### src/rtl/instr_sequencer.sv
// Instruction sequencer: loadable instruction store, PC stepping and valid/stall handoff to execute.
// Optional single-step gating is enabled with `define SEQ_SINGLE_STEP_EN (adds step_mode/step inputs).

package instr_seq_pkg;

  typedef enum logic [2:0] {
    ALU_ADD, ALU_SUB, ALU_AND, ALU_OR, ALU_XOR, ALU_SLL, ALU_SRL, ALU_PASS
  } alu_op_t;

  typedef logic [4:0]  reg_address_t;
  typedef logic [15:0] immediate_t;

  typedef struct packed {
    logic alu_use_imm;
    logic is_ebreak;
  } instr_flags_t;

  typedef struct packed {
    instr_flags_t flags;
    alu_op_t      op;
    reg_address_t dst;
    reg_address_t src1;
    reg_address_t src2;
    immediate_t   imm;
  } instr_t;

endpackage

module instr_sequencer
  import instr_seq_pkg::*;
#(
  parameter int DEPTH  = 32,
  parameter int ADDR_W = $clog2(DEPTH)
) (
  input  logic              clk,
  input  logic              reset_n,
  input  logic              load_en,
  input  logic [ADDR_W-1:0] load_addr,
  input  instr_t            load_data,
  input  logic              start,
  input  logic              stall,
`ifdef SEQ_SINGLE_STEP_EN
  input  logic              step_mode,
  input  logic              step,
`endif
  output logic              valid,
  output instr_flags_t      flags,
  output alu_op_t           op,
  output reg_address_t      dst,
  output reg_address_t      src1,
  output reg_address_t      src2,
  output immediate_t        imm,
  output logic [ADDR_W-1:0] pc,
  output logic              busy,
  output logic              halted,
  output logic              overrun
);

  typedef enum logic [1:0] {IDLE, RUN, HALT} state_t;

  state_t            state, state_next;
  instr_t            store [DEPTH];
  instr_t            cur;
  logic              launch;
  logic              transfer;
  logic              step_ok;
  logic [ADDR_W-1:0] pc_inc;

  assign launch   = start && (state != RUN);
  assign transfer = (state == RUN) && valid && !stall && step_ok;
  assign pc_inc   = pc + 1'b1;

`ifdef SEQ_SINGLE_STEP_EN
  logic step_q;
  logic step_pend;
  logic step_rise;

  assign step_rise = step && !step_q;
  // A rising edge seen while stalled is remembered so the pulse still advances once.
  assign step_ok   = !step_mode || step_rise || step_pend;

  always_ff @(posedge clk or negedge reset_n) begin
    if (!reset_n) begin
      step_q    <= 1'b0;
      step_pend <= 1'b0;
    end else begin
      step_q <= step;
      if (transfer || (state != RUN)) step_pend <= 1'b0;
      else if (step_rise)             step_pend <= 1'b1;
    end
  end
`else
  assign step_ok = 1'b1;
`endif

  // NOTE: the store is plain RAM with no reset; its contents must survive reset_n.
  always_ff @(posedge clk) begin
    if (load_en && !launch && (state != RUN)) store[load_addr] <= load_data;
  end

  // NOTE: sequential state uses non-blocking assignments so every flop samples pre-edge values.
  always_ff @(posedge clk or negedge reset_n) begin
    if (!reset_n) state <= IDLE;
    else          state <= state_next;
  end

  // NOTE: the default assignment first keeps this block free of inferred latches.
  always_comb begin
    state_next = state;
    unique case (state)
      IDLE, HALT: if (start) state_next = RUN;
      RUN:        if (transfer && cur.flags.is_ebreak) state_next = HALT;
      default:    state_next = IDLE;
    endcase
  end

  always_ff @(posedge clk or negedge reset_n) begin
    if (!reset_n) begin
      pc      <= '0;
      valid   <= 1'b0;
      cur     <= '0;
      busy    <= 1'b0;
      halted  <= 1'b0;
      overrun <= 1'b0;
    end else begin
      busy   <= (state_next == RUN);
      halted <= (state_next == HALT);
      if (launch) begin
        pc      <= '0;
        valid   <= 1'b1;
        cur     <= store[0];
        overrun <= 1'b0;
      end else if (transfer) begin
        if (cur.flags.is_ebreak) begin
          valid <= 1'b0;
        end else begin
          pc  <= pc_inc;
          cur <= store[pc_inc];
          if (pc == ADDR_W'(DEPTH - 1)) overrun <= 1'b1;
        end
      end
    end
  end

  assign flags = cur.flags;
  assign op    = cur.op;
  assign dst   = cur.dst;
  assign src1  = cur.src1;
  assign src2  = cur.src2;
  assign imm   = cur.imm;

endmodule

### config.mk
export PLATFORM = sky130hd
export DESIGN_NAME = instr_sequencer
export DESIGN_NICKNAME = d
export VERILOG_FILES = /design/src/rtl/instr_sequencer.sv
export SDC_FILE = /design/constraint.sdc
export NUM_CORES = 1
export LEC_CHECK = 0
export BUFFER_PORTS_ARGS = -buffer_cell sky130_fd_sc_hd__buf_4
export CORE_ASPECT_RATIO = 0.7
export CORE_MARGIN = 2
export CORE_UTILIZATION = 40
export CTS_CLUSTER_DIAMETER = 200
export DETAILED_ROUTE_END_ITERATION = 10
export GPL_TIMING_DRIVEN = 1
export HOLD_SLACK_MARGIN = 0.03
export PLACE_DENSITY_LB_ADDON = 0.15
export SLEW_MARGIN = 40
export SYNTH_ARGS = -nofsm -noshare
export SYNTH_HDL_FRONTEND = slang
export SYNTH_SLANG_ARGS = --single-unit
### constraint.sdc
create_clock -name clk -period 4.2 [get_ports clk]
set_input_delay 0.84 -clock clk [delete_from_list [all_inputs] [get_ports clk]]
set_output_delay 0.84 -clock clk [all_outputs]
set_load 0.05 [all_outputs]
==> results of run 1 <==
==> worst max path at each step <==
stage	end	slack, ns	cells after the start
floorplan	store[24][0]	0.72	3
CTS	op[2]	1.08	7
detailed placement	store[28][21]	1.04	5
finish	op[2]	1.07	7
global placement	store[31][24]	1.07	5
global route	op[2]	0.98	7
==> routing by layer <==
layer	global-route usage, %	vias up
met5	0	-
met4	4.82	0
met2	33.2	835
met1	31.3	12600
met3	4.18	137
li1	-	9606
==> Yosys cell counts, drive strengths merged, types with 2 or more instances <==
cell type and number:
edfxtp 1152, nand2 301, mux4 288, nand3 248, clkbuf 76, buf 51, dfrtp 47, nor2 44
a22oi 35, nand2b 4, o21ai 4, xnor2 4, a21oi 3, xor2 3, and2 2, and3 2
ha 2, inv 2, mux2 2, nand4 2, nor2b 2
==> final cells by class <==
class | instances | area [µm²]
timing repair buffer | 175 | 1770
clock buffer | 156 | 3130
multi-input combinational | 954 | 9900
sequential | 1199 | 35800
inverter | 2 | 7.51
tap | 1522 | 1900
fill | 9402 | 60100
clock inverter | 55 | 652
antenna | 2 | 5.00
==> metrics by stage <==
step	hold WS [ns]	utilization, %
2_1_floorplan	0.453	-
3_3_place_gp	0.513	43.5
5_1_grt	0.136	46.9
6_report	0.142	46.9
3_5_place_dp	0.517	43.6
4_1_cts	0.122	46.9
==> power by group <==
| part | internal, W | total, W | switching (W) |
|---|---|---|---|
| Sequential | 0.0134 | 0.0137 | 0.000310 |
| Clock | 0.00611 | 0.0105 | 0.00441 |
| Combinational | 0.00330 | 0.00769 | 0.00439 |
| Total | 0.0228 | 0.0319 | 0.00911 |
==> logic make-up (layout without fill, tap and decap cells) <==
group | after synthesis | count (layout) | synth area share (%)
flip-flops | 1199 | 1199 | 78.0
adder cells (fa/ha/maj) | 2 | 2 | 0.0545
multiplexers | 290 | 290 | 14.2
other | 0 | 2 | 0
XOR/XNOR | 7 | 7 | 0.134
buffers and inverters | 129 | 388 | 1.16
AO/OA/AOI/OAI | 46 | 46 | 0.717
AND/OR/NAND/NOR | 609 | 609 | 5.78
==> sequential cells by signal, indices dropped and copies added (netlist names) <==
register / count
busy: 1
dst: 5
flags: 2
halted: 1
imm: 16
op: 3
overrun: 1
pc: 5
src1: 5
src2: 5
state: 2
store: 1152
valid: 1
==> critical path: cells and delay by family, from the launching register on <==
| kind | cells | cell delay, ns |
|---|---|---|
| DFF | 1 | 0.68 |
| adders and majority gates | 2 | 0.75 |
| buffers and inverters | 1 | 0.45 |
| and+or+nand+nor | 4 | 1.16 |
==> results.ini, run 1 <==
[cells_and_area]
drive_gt1_share_pct=26.4
layout_commonest_cell=edfxtp_1
final_cell_mix=edfxtp_1, nand2_1, mux4_2
fin_cells=4065
syn2layout_area_growth_pct=15.8
fin_area_um2=53100
nets=2493

[placement]
gp_congestion=0.769
dpl.cell_count=3852
place_ws_ns=1.04
numPortBuffers=90
dp_hpwl_um=70300
postPlaceCellArea_um2=49400

[floorplanning]
io_pins=91
start_util_pct=40.5
dieHeight_um=287
die_width_um=409
core_um2=113000
rows=103
die-area_um2=117000

[clock_tree]
clk_path_buf_depth=3
cts_hold_buffers=0
root_buffer=clkbuf_16
clkTransAtPathRegs_ns=0.06
post-cts-setup-buffers=0
clock_sinks=1199
cts.htree.levels=3
cts_buffers=113
clk_latency_ns=0.71
cts_tree=built
cts_resized=0

[power_and_ir_drop]
vdd_drop_max_v=0.000548
p_total_w=0.0319
p_leak_nw=16.8
power_density_nw_per_um2=600

[timing]
maxSlewViolCount=0
relSlewSlack_pct=41.4
setup_violations=0
setup_ws_ns=1.07
rsz0062_at_grt=false
fin_crit_ns=3.13
skew_ns=0.0177
worst_pin_slew_ns=0.878
hold_violations=0
fin_tns_setup_ns=0
period_share_pct=74.5
fmax_mhz=320

[global_routing]
grt_pass1_vias=23800
grt_antenna_before_repair=0
overflow=0
grt_use_total_pct=21.3
grt_max_degree=81
grt_pass1_wl_um=178000

[routing]
vias=23200
viasPerCell=5.70
topRoutingLayerUsed=met4
ant_nets=0
wl_met1_um=55400
routed_wl_um=125000
route.met2.wl_um=58300
remaining_drc_errors=0
dr.pass1.iters=5
initialDrtViolationCount=2458
wire_per_inst_um=30.7
wl_met3_um=8370

[setup_path]
cp-startpoint=pc[0]
crit_path_cell_trace=ha_4 > and3_1 > ha_1 > and3_2 > buf_4 > nand3_1 > nand3_1
timing.rr.end=op[2]
worstReg2RegStart=pc[0]
reg2reg_depth=7
cp-end-kind=flop
worst-path-max-fanout=20
crit_top_cell=nand3_1
slowest_stage=dfrtp_4
critical_path_class=flop to flop
start_kind=flop
slowest_delay_ns=0.68
arrival_ns=3.76
r2r_slack_ns=1.07
required_ns=4.83

[synthesis]
seq_area_frac_synth_pct=78.0
synth-edff-count=1152
avgSynthCellArea_um2=20.1
synthTopCellsByArea=edfxtp_1, mux4_2, nand3_1, dfrtp_1, nand2_1
synthArstFlopShare_pct=3.92
yosysWarningCount=0
syn-cell-area_um2=45900
synth-seq-cells=1199
yosys.area.top_type=edfxtp_1
synthFlopType=edfxtp_1
syn_inst=2282
synth_top_area_share_pct=75.4
syn_nets=2330
yosysUniqueCellTypes=32

[flow_run]
max_cap_violations=0

[status]
status=complete, no violations

[min_path]
holdCritPathClass=input port to asynchronous set/reset pin

Power figures use the tool's default switching activity.
==> run 2: changes to the inputs <==
- clock period: 4.2 -> 3.2 ns (I/O delays scaled with it)
==> run 2 against run 1 <==
  * Combinational power is 34% higher
  * Flip-flop and latch count is the same
  * Worst setup slack worse by 0.63 ns
  * Routed wire length is 0.76% higher
  * Total power rose by 30%
  * Highest routed layer unchanged
==> results.ini, run 2 (same netlist as run 1, synthesis figures left out) <==
[routing]
routed_wl_um=126000  ; was 125000 µm
dr.pass1.iters=5  ; unchanged
vias=23500  ; was 23200
remaining_drc_errors=0  ; unchanged
ant_nets=0  ; unchanged
viasPerCell=5.74  ; was 5.70
wire_per_inst_um=30.7  ; about the same
initialDrtViolationCount=2700  ; was 2458

[power_and_ir_drop]
seqPwrFrac_pct=43.3  ; was 42.9%
internal_power_w=0.0294  ; was 0.0228 W
p_switching_w=0.0120  ; was 0.00911 W
p_leak_nw=16.9  ; was 16.8 nW
switching_share_pct=29.0  ; was 28.6%
pwr-share-comb_pct=25.0  ; was 24.1%
vdd_drop_max_v=0.000508  ; was 0.000548 V
clkPwrFrac_pct=31.6  ; was 33.0%
power_density_nw_per_um2=776  ; was 600 nW/µm²

[floorplanning]
die-area_um2=117000  ; unchanged
io_pins=91  ; unchanged
start_util_pct=40.5  ; unchanged
die_width_um=409  ; unchanged
rows=103  ; unchanged
dieHeight_um=287  ; unchanged
core_um2=113000  ; unchanged

[clock_tree]
clkTransAtPathRegs_ns=0.06  ; about the same
root_buffer=clkbuf_16  ; unchanged
clk_latency_ns=0.72  ; was 0.71 ns
cts_tree=built  ; unchanged
cts_resized=0  ; unchanged
cts_buffers=112  ; was 113
cts.htree.levels=3  ; unchanged
clk_path_buf_depth=3  ; unchanged
clock_sinks=1199  ; unchanged

[global_routing]
grt_pass1_vias=23900  ; was 23800
grt_pass1_wl_um=179000  ; was 178000 µm
grt_max_degree=74  ; was 81
grt_use_total_pct=21.5  ; was 21.3%
overflow=0  ; unchanged
grt_antenna_before_repair=0  ; unchanged

[timing]
period_share_pct=86.2  ; was 74.5%
holdWs_ns=0.188  ; was 0.142 ns
fmax_mhz=363  ; was 320 MHz
skew_ns=0.0201  ; was 0.0177 ns
setup_ws_ns=0.442  ; was 1.07 ns
hold_violations=0  ; unchanged
relSlewSlack_pct=44.5  ; was 41.4%
fin_crit_ns=2.76  ; was 3.13 ns
setup_violations=0  ; unchanged
rsz0062_at_grt=false  ; unchanged
maxSlewViolCount=0  ; unchanged
worst_pin_slew_ns=0.833  ; was 0.878 ns

[cells_and_area]
n_antenna_cell=0  ; was 2
fillers=9478  ; was 9402
syn2layout_area_growth_pct=16.1  ; was 15.8%
multi_input_area_um2=9900  ; unchanged
final_cell_mix=edfxtp_1, nand2_1, mux4_2  ; unchanged
regMostFlops=store  ; unchanged
drive_gt1_share_pct=27.3  ; was 26.4%
regArea_um2=35800  ; unchanged
layout_commonest_cell=edfxtp_1  ; unchanged
nets=2519  ; was 2493
largest_reg_flops=1152  ; unchanged

[setup_path]
reg2reg_depth=6  ; was 7
crit_end=store[27][10]  ; was op[2]
timing.rr.end=store[27][10]  ; was op[2]
arrival_ns=3.16  ; was 3.76 ns
required_ns=3.60  ; was 4.83 ns
r2r_slack_ns=0.44  ; was 1.07 ns
worstReg2RegStart=state[1]  ; was pc[0]
cp-startpoint=state[1]  ; was pc[0]
critical_path_class=flop to flop  ; unchanged
cp-end-kind=flop  ; unchanged
worst-path-max-fanout=16  ; was 20
start_kind=flop  ; unchanged

[min_path]
holdCritPathClass=input port to flop  ; was input port to asynchronous set/reset pin

[placement]
place_ws_ns=0.311  ; was 1.04 ns
gp_congestion=0.757  ; was 0.769
dp_hpwl_um=70200  ; was 70300 µm
numPortBuffers=90  ; unchanged

[flow_run]
max_cap_violations=0  ; unchanged

[status]
status=complete, no violations  ; unchanged

==> run 2: cell count changes in the layout (fill, tap and decap cells not counted), sizes merged, moves of 2 or more <==
cell,previous run,this run
bufinv,15,5
clkinv,33,39
diode,2,0
clkbuf,156,158
buf,175,201
==> run 2: cell type report <==
cell class | count | area share, %
flip-flops and latches | 1199 | 67.1
multi-input cells | 954 | 18.6
clock buffers | 158 | 5.93
repair buffers | 202 | 3.94
well taps | 1522 | 3.57
clock inverters | 51 | 0.808
inverters | 2 | 0.0141
==> run 2: per-stage QoR <==
| stage | std cells | cell area (µm²) | util [%] | power [W] | TNS (ns) |
|---|---|---|---|---|---|
| finish | 4088 | 53300 | 47.0 | 0.0413 | 0 |
| global route | 4088 | 53300 | 47.0 | 0.0429 | 0 |
| CTS | 4088 | 53300 | 47.0 | 0.0418 | 0 |
| detailed placement | 3878 | 49700 | 43.8 | 0.0287 | 0 |
| global placement | 3878 | 49700 | 43.8 | 0.0287 | 0 |
| floorplan | 2282 | 45900 | - | 0.0250 | -36.13 |
==> run 2: worst max-delay path: stages, from the launching register on <==
cell and delay, ns:
dfrtp_1 0.45, nand2b_1 0.24, nor4bb_1 0.44, buf_4 0.22, nand3_1 0.32, nor2_4 0.49
buf_12 0.24
==> run 2: worst min path at each step <==
stage	from	endpoint	cells past startpoint
5_1_grt	start	halted	2
4_1_cts	start	halted	2
2_1_floorplan	reset_n	busy	0
6_report	start	halted	2
3_5_place_dp	store[0][34]	flags[0]	2
3_3_place_gp	store[0][34]	flags[0]	2
==> run 2: power by group through the flow <==
stage	Combinational [W]	Sequential [W]	Clock, W
3_5_place_dp	0.0105	0.0183	0
3_3_place_gp	0.0104	0.0183	0
5_1_grt	0.0111	0.0179	0.0139
4_1_cts	0.0105	0.0179	0.0133
2_1_floorplan	0.00610	0.0189	0
6_report	0.0103	0.0179	0.0131
==> run 2: routing by layer <==
layer  global-route usage (%)  vias to the layer above  part of all wire (%)  routed length, µm
met2                     33.0                      824                    46              57500
met1                     32.8                    12800                    46              58100
met3                     3.26                      170                   6.0               7560
met5                        0                        -                     0                  0
met4                     4.58                        0                   2.0               2450
li1                         -                     9651                     -                  -
==> run 2: repair_timing <==
item / in CTS / in global routing
setup buffers: 0 / 0
hold endpoints to repair: 47 / 0
hold buffers: 1 / 0
